`src/rtl/mem_stage.sv`:
```
// MEM-stage datapath: data memory with byte/half/word stores, extended loads,
// and a dump FSM that streams every word to the debug unit over valid/ready.
module mem_stage #(
  parameter int BUS_SIZE      = 32,
  parameter int MEM_ADDR_SIZE = 5
) (
  input  logic                     i_clk,
  input  logic                     i_reset,
  input  logic                     i_enable,
  input  logic [2:0]               i_mem_rd_src,
  input  logic [1:0]               i_mem_wr_src,
  input  logic                     i_mem_write,
  input  logic [BUS_SIZE-1:0]      i_bus_b,
  input  logic [BUS_SIZE-1:0]      i_alu_result,
  input  logic                     i_dump_start,
  input  logic                     i_dump_ready,
  output logic [BUS_SIZE-1:0]      o_mem_rd_data,
  output logic [BUS_SIZE-1:0]      o_dump_data,
  output logic [MEM_ADDR_SIZE-1:0] o_dump_addr,
  output logic                     o_dump_valid,
  output logic                     o_dump_done,
  output logic                     o_busy
);

  localparam int DEPTH = 1 << MEM_ADDR_SIZE;
  localparam logic [MEM_ADDR_SIZE-1:0] LAST_PTR = {MEM_ADDR_SIZE{1'b1}};

  typedef enum logic [1:0] {
    ST_IDLE = 2'b00,
    ST_SEND = 2'b01,
    ST_DONE = 2'b10
  } state_e;

  state_e                   state_q, state_d;
  logic [MEM_ADDR_SIZE-1:0] ptr_q, ptr_d;
  logic [BUS_SIZE-1:0]      mem_q [DEPTH];

  logic [MEM_ADDR_SIZE-1:0] word_idx_s;
  logic [1:0]               lane_s;
  logic                     wr_en_s;
  logic [31:0]              rd_word_s;
  logic [7:0]               rd_byte_s;
  logic [15:0]              rd_half_s;
  logic [31:0]              wr_word_d;
  logic [31:0]              rd_data_s;
  logic                     unused_s;

  function automatic logic [31:0] ext_byte(input logic [7:0] b, input logic sign);
    return {{24{sign & b[7]}}, b};
  endfunction

  function automatic logic [31:0] ext_half(input logic [15:0] h, input logic sign);
    return {{16{sign & h[15]}}, h};
  endfunction

  // Upper address bits wrap the address space; they are intentionally dropped.
  assign unused_s   = ^i_alu_result[BUS_SIZE-1:MEM_ADDR_SIZE+2];
  assign word_idx_s = i_alu_result[MEM_ADDR_SIZE+1:2];
  assign lane_s     = i_alu_result[1:0];
  assign wr_en_s    = i_enable & i_mem_write & (state_q == ST_IDLE);

  assign rd_word_s  = mem_q[word_idx_s];
  assign rd_byte_s  = rd_word_s[{lane_s, 3'b000} +: 8];
  assign rd_half_s  = lane_s[1] ? rd_word_s[31:16] : rd_word_s[15:0];

  // Merge the store data into the addressed word, touching only selected lanes.
  always_comb begin
    wr_word_d = rd_word_s;
    case (i_mem_wr_src)
      2'b00: wr_word_d[{lane_s, 3'b000} +: 8] = i_bus_b[7:0];
      2'b01: begin
        if (lane_s[1]) begin
          wr_word_d[31:16] = i_bus_b[15:0];
        end else begin
          wr_word_d[15:0] = i_bus_b[15:0];
        end
      end
      default: wr_word_d = i_bus_b;
    endcase
  end

  // Load extension; unused encodings fall back to a full-word load.
  always_comb begin
    rd_data_s = rd_word_s;
    case (i_mem_rd_src)
      3'b000:  rd_data_s = ext_byte(rd_byte_s, 1'b1);
      3'b001:  rd_data_s = ext_byte(rd_byte_s, 1'b0);
      3'b010:  rd_data_s = ext_half(rd_half_s, 1'b1);
      3'b011:  rd_data_s = ext_half(rd_half_s, 1'b0);
      default: rd_data_s = rd_word_s;
    endcase
  end

  assign o_mem_rd_data = rd_data_s;

  // Data memory array with lane-merged store.
  always_ff @(posedge i_clk or posedge i_reset) begin
    if (i_reset) begin
      for (int k = 0; k < DEPTH; k++) begin
        mem_q[k] <= '0;
      end
    end else if (wr_en_s) begin
      mem_q[word_idx_s] <= wr_word_d;
    end
  end

  // Dump FSM state and pointer registers.
  always_ff @(posedge i_clk or posedge i_reset) begin
    if (i_reset) begin
      state_q <= ST_IDLE;
      ptr_q   <= '0;
    end else begin
      state_q <= state_d;
      ptr_q   <= ptr_d;
    end
  end

  // Dump FSM next-state logic.
  always_comb begin
    state_d = state_q;
    ptr_d   = ptr_q;
    case (state_q)
      ST_IDLE: begin
        if (i_dump_start) begin
          state_d = ST_SEND;
          ptr_d   = '0;
        end else begin
          state_d = ST_IDLE;
        end
      end
      ST_SEND: begin
        if (i_dump_ready) begin
          if (ptr_q == LAST_PTR) begin
            state_d = ST_DONE;
          end else begin
            ptr_d = ptr_q + {{(MEM_ADDR_SIZE-1){1'b0}}, 1'b1};
          end
        end else begin
          state_d = ST_SEND;
        end
      end
      ST_DONE: begin
        state_d = ST_IDLE;
        ptr_d   = '0;
      end
      default: begin
        state_d = ST_IDLE;
        ptr_d   = '0;
      end
    endcase
  end

  // Dump outputs decode directly from the state register so reset clears them at once.
  assign o_dump_valid = (state_q == ST_SEND);
  assign o_dump_done  = (state_q == ST_DONE);
  assign o_busy       = (state_q != ST_IDLE);
  assign o_dump_addr  = ptr_q;
  assign o_dump_data  = mem_q[ptr_q];

endmodule

```
`config.mk`:
```
export PLATFORM = sky130hd
export DESIGN_NAME = mem_stage
export DESIGN_NICKNAME = d
export VERILOG_FILES = /design/src/rtl/mem_stage.sv
export SDC_FILE = /design/constraint.sdc
export NUM_CORES = 2
export LEC_CHECK = 0
export CORE_ASPECT_RATIO = 1.2
export CORE_UTILIZATION = 40
export DETAILED_ROUTE_END_ITERATION = 6
export HOLD_SLACK_MARGIN = 0.15
export PLACE_DENSITY = 0.55
export SYNTH_ARGS = -nofsm -noshare
export SYNTH_HDL_FRONTEND = slang
export SYNTH_SLANG_ARGS = --single-unit
```
`constraint.sdc`:
```
create_clock -name i_clk -period 108.2 [get_ports i_clk]
set_clock_uncertainty 0.15 [all_clocks]
set_input_delay 16.23 -clock i_clk [delete_from_list [all_inputs] [get_ports i_clk]]
set_output_delay 16.23 -clock i_clk [all_outputs]
set_load 0.005 [all_outputs]
```
After elaboration in Yosys (flattened, before gate mapping)
Index checks and enable logic that the tools add are counted.
{"block": "word_totals", "register_bits": 1031, "latchBits": 0, "ramBits": 0, "mem_bits_ro": 0, "inputBits": 75, "out_inout_bits": 72, "word_cells": 86, "mem_count": 0}
{"block": "op_classes", "n_addsub": 2, "mul": 0, "div_mod_pow": 0, "magnitude_cmp": 3, "n_eq_ne": 11, "shifts": 3, "mux": 23, "bitwise": 4, "n_reduce_logical": 6}
{"operator": "1024-bit bitwise mux", "count": 1}
{"operator": "32-bit binary-select mux with 5-bit select", "count": 2}
{"operator": "32-bit demux with 5-bit select", "count": 1}
{"operator": "32-bit two-way mux", "count": 5}
{"operator": "32-bit one-hot mux with 4 select lines", "count": 1}
{"operator": "32-bit one-hot mux with 2 select lines", "count": 1}
{"operator": "16-bit two-way mux", "count": 3}
{"operator": "32-bit bitwise mux", "count": 1}
{"operator": "8-bit by 7-bit variable shift with 32-bit output, first input constant", "count": 1}
{"operator": "32-bit by 6-bit indexed part select with 8-bit output", "count": 1}
{"operator": "8-bit by 7-bit indexed part select with 32-bit output", "count": 1}
{"operator": "5-bit two-way mux", "count": 3}
{"operator": "6-bit >= comparator, second input constant", "count": 2}
{"operator": "5-bit NOT with 6-bit output", "count": 2}
{"operator": "5-bit one-hot mux with 2 select lines", "count": 1}
{"operator": "5-bit negation with 7-bit output", "count": 1}
{"operator": "3-bit by 2-bit == test with 1-bit output, second input constant", "count": 2}
{"operator": "6-bit by 1-bit less-than comparator with 1-bit output, second input constant", "count": 1}
{"operator": "2-bit != test, second input constant", "count": 3}
{"operator": "5-bit by 1-bit adder with 5-bit output, second input constant", "count": 1}
{"operator": "5-bit == test, second input constant", "count": 1}
{"operator": "2-bit by 1-bit == test with 1-bit output, second input constant", "count": 2}
{"operator": "2-bit logical NOT", "count": 2}
{"operator": "2-bit two-way mux", "count": 2}
{"operator": "other kinds (10)", "count": 11}

Logic depth before layout (Yosys ltp)
{"block": "depth", "word_depth": 7, "mapped_depth": 12, "ltp_nobuf": 7}

Least setup slack after synthesis
OpenSTA, ideal clock, no wires.
{"block": "synth_path", "path_kind": "in2out", "startpoint": "input i_alu_result[3]", "endpoint": "output o_mem_rd_data[16]", "arrival_ps": 18430, "required_time_ps": 91820, "slack_ps": 73390, "path_stages": 12, "n_path_buf": 6, "cell_sequence": "buf_6 > buf_6 > buf_4 > buf_6 > buf_2 > mux2i_1 > o22ai_1 > nor4_2 > nand3_1 > o211ai_1 > buf_4 > nand3_1"}
{"block": "synth_via", "elab_chain_len": 6}
{"item": "from (decl)", "line": "14", "source": "input logic [BUS_SIZE-1:0] i_alu_result,"}
{"item": "5-bit NOT with 6-bit output (not written as such) *", "line": "62", "source": "assign rd_word_s = mem_q[word_idx_s];"}
{"item": "32-bit binary-select mux with 5-bit select *", "line": "62"}
{"item": "32-bit two-way mux (not written as such) * (2 in a row)", "line": "62"}
{"item": "32-bit by 6-bit indexed part select with 8-bit output / 16-bit two-way mux (equally long branches)", "line": "63, 64"}
{"item": "32-bit one-hot mux with 4 select lines *", "line": "85", "source": "case (i_mem_rd_src)"}
{"item": "to (decl)", "line": "17", "source": "output logic [BUS_SIZE-1:0] o_mem_rd_data,"}
Mark *: on every way between the ends. The rest lies on a longest branch, timed or not. The select of a mux whose other input is x is not followed.

Worst setup path after layout
{"block": "layout_path", "startpoint": "input i_alu_result[3]", "endpoint": "output o_mem_rd_data[14]"}
The elaborated chain is that of the path after synthesis.

==> out/metrics.cfg <==
[setup_path]
buf_inv_on_cp = 4
critPathTopFamily = buffers and inverters
cp.required_ns = 91.82
worst_setup_path_end_kind = output port
path_class = input port to output port
max_fo_critical_path = 78
cp_cell_sequence = buf_8 > buf_4 > buf_4 > mux2i_1 > o22ai_1 > nor4_2 > nand3_1 > a21oi_1 > o211ai_1 > clkdlybuf4s50_1
cp_slowest_stage_delay_ns = 0.80
crit_path_top_delay_cell = sky130_fd_sc_hd__buf_4
regToRegSetupSlack_ns = 104.23
path_common_cell = sky130_fd_sc_hd__buf_4
worst_setup_sp_type = input port
worst-endpoint-arrival_ns = 21.83

[timing]
finalSetupViolCount = 0
min_cycle_time_layout_ns = 38.21
timing.final.max_slew_violations = 0
hold_viol_final = 0
max_slew.worst_pin.slew_ns = 1.28
rsz0062_at_grt = no
min_period_over_period = 0.353
final_critical_path_setup_slack_ns = 69.99
timing.fmax_mhz = 26.2
fin_setup_tns_ns = 0
timing.hold.ws_ns = 0.345
slew-limit-headroom = 0.148

[synth]
postSynthAreaPerCell_um2 = 10.7
share_of_the_synthesized_area_in_the_top_cell_type = 0.479
synth_fp_nets = 5097
post-synth-top-area-cell = sky130_fd_sc_hd__dfrtp_1
async_set_or_reset_register_ratio_after_synthesis = 1.00
netlist-cell-type-count = 55
yosys-top-cells-area = sky130_fd_sc_hd__dfrtp_1, sky130_fd_sc_hd__mux4_2, sky130_fd_sc_hd__mux2i_1
syn-cell-area_um2 = 53800
synth-edff-count = 0
synth_ff_type = sky130_fd_sc_hd__dfrtp_1
yosysWarnings = 0
synth.yosys.seq_area_share = 0.479
syn_inst = 5015
synth_seq_cells = 1031

[placement]
dpl-instance-area_um2 = 56500
gp_congestion = 0.961
placedCellCount = 6538
io_buffer_count = 121
post-dp-hpwl_mm = 117
dpl_worst_slack_ns = 70.31

[final_layout]
ff_latch_area_um2 = 25800
area_of_combinational_cells_with_multiple_inputs_um2 = 26300
drive_gt1_frac = 0.167
area.growth.synth_to_final_pct = 12.1
instances_no_fill = 6750
post-route-cell-area_um2 = 60300
share_of_the_core_filled_with_cells = 0.451
design.final.nets = 4946
final.fill_count = 12600

[clock_network]
clkTransAtPathRegs_ns = 0.06
cts_setup_buffers = 0
clock_tree.htree_level_count = 3
cts-root-buf = sky130_fd_sc_hd__clkbuf_16
clkLatencyLatePin_ns = 0.74
clock_path_buffers = 3
tritoncts_sink_count = 1031
cts_buf_count = 112
cts.hold.buffers_added = 0
cts-resized-gates = 0
clock_tree_from_tritoncts = built

[route]
finalWirelength_mm = 202
drtAntennaViolNets = 0
via_total_after_detailed_routing = 41500
vias_per_cell = 6.15
detail_route.drc_violations = 19
tritonroute_pass_1_iters = 7
dr.first_iter.drc_count = 4676
route.detailed.wl_per_inst_um = 29.9

[grt]
grt_max_degree = 171
antenna_found_initial = 5
globalRouteOverflowTotal = 0
globalRouteTotalUtil = 0.298
grt_pass1_vias = 40900
grt_first_pass_wirelength_mm = 292

[outcome]
failed_checks = DRC
status = complete, but fails checks

[pwr]
power_per_cell_area_nw_per_um2 = 15.9
ir_drop_mv = 0.0123
total_power_mw = 0.959
leakagePower_nw = 26.1

[floorplanning]
core_area_um2 = 134000
cell_rows = 147
floorplan.initialDensity = 0.403
die_outline_area_um2 = 136000
floorplan.die.width_um = 337
fp.dieH_um = 404
top_level_ports = 147

[worst_hold_path]
worst_hold_path_type = register to register

[run]
maxCapViolCount = 0

-- where the power goes --
part | internal [mW] | switching (mW)
sequential | 0.390 | 0.0228
clock | 0.237 | 0.167
combinational | 0.0562 | 0.0861
total | 0.683 | 0.276
-- layout by cell type (no fill, tap or decap), types with 8 or more instances in the layout --
| cell type | instances |
|---|---|
| sky130_fd_sc_hd__dfrtp_1 | 1026 |
| sky130_fd_sc_hd__nor2_1 | 566 |
| sky130_fd_sc_hd__a21oi_1 | 546 |
| sky130_fd_sc_hd__nand2_1 | 537 |
| sky130_fd_sc_hd__o21ai_0 | 458 |
| sky130_fd_sc_hd__mux2i_1 | 401 |
| sky130_fd_sc_hd__mux4_2 | 376 |
| sky130_fd_sc_hd__o22ai_1 | 207 |
| sky130_fd_sc_hd__buf_4 | 121 |
| sky130_fd_sc_hd__clkdlybuf4s50_1 | 119 |
| sky130_fd_sc_hd__clkbuf_16 | 115 |
| sky130_fd_sc_hd__nor4_1 | 47 |
| sky130_fd_sc_hd__o21ai_1 | 39 |
| sky130_fd_sc_hd__mux2_2 | 33 |
| sky130_fd_sc_hd__a22oi_1 | 28 |
| sky130_fd_sc_hd__nand3_1 | 28 |
| sky130_fd_sc_hd__a21oi_2 | 28 |
| sky130_fd_sc_hd__clkbuf_1 | 27 |
| sky130_fd_sc_hd__clkbuf_8 | 24 |
| sky130_fd_sc_hd__clkinv_2 | 23 |
| sky130_fd_sc_hd__a222oi_1 | 18 |
| sky130_fd_sc_hd__nor2_4 | 15 |
| sky130_fd_sc_hd__bufinv_16 | 11 |
| sky130_fd_sc_hd__nand4_1 | 10 |
| sky130_fd_sc_hd__o211ai_1 | 10 |
| sky130_fd_sc_hd__a22oi_2 | 8 |
-- cells in the mapped netlist (all sizes together), types with 8 or more instances --
cell type and instances:
dfrtp 1031, nor2 581, a21oi 574, nand2 544, o21ai 497, mux2i 401, mux4 376, clkbuf 298
buf 211, o22ai 207, nor4 53, a22oi 36, mux2 33, nand3 28, a222oi 18, nand4 10
o211ai 10, a21boi 8, or2 8
-- flip-flops by register name, summed over array words and instances (netlist names) --
name,cells
o_dump_addr,5
mem_q,1024
state_q,2
-- area by class of cell --
cell class,count,share of cell area
Multi-Input combinational cell,3468,0.435
Sequential cell,1031,0.428
Clock buffer,166,0.0548
Tap cell,1788,0.0371
Timing Repair Buffer,244,0.0360
Clock inverter,40,0.00821
Inverter,7,0.000560
Antenna cell,6,0.000249
-- worst register-to-register path, delay by kind of cell (launching register included) --
family | cells | cell delay (ns)
AO/OA/AOI/OAI | 1 | 0.16
buffers and inverters | 1 | 0.65
flip-flops | 1 | 0.43
AND/OR/NAND/NOR | 4 | 2.48
-- kinds of logic after synthesis --
family | after synthesis | share of synthesized area
mux | 810 | 0.239
xor+xnor | 1 | 0.000163
simple gates | 1274 | 0.0977
buf+inv | 516 | 0.0420
flops | 1031 | 0.479
fa+ha+maj | 7 | 0.00163
compound gates | 1376 | 0.141
-- final timing paths --
path                                       from           endpoint  cells after the start
worst max-delay path            i_alu_result[3]  o_mem_rd_data[14]                     10
worst min-delay path                 mem_q[451]         mem_q[451]                      2
worst max register to register       state_q[1]         mem_q[127]                      6
worst min register to register       mem_q[451]         mem_q[451]                      2
max in group asynchronous               i_reset         mem_q[760]                      5
min in group asynchronous               i_reset         mem_q[679]                      2
-- routing by layer --
metal  GRT usage  vias to the layer above  share of wire
met4       0.124                        4          0.041
met3      0.0739                      379          0.096
met1       0.412                    21300           0.41
li1            -                    18000              -
met2       0.448                     1885           0.45
met5           0                        -        0.00016
(Power assumes the default switching activity.)
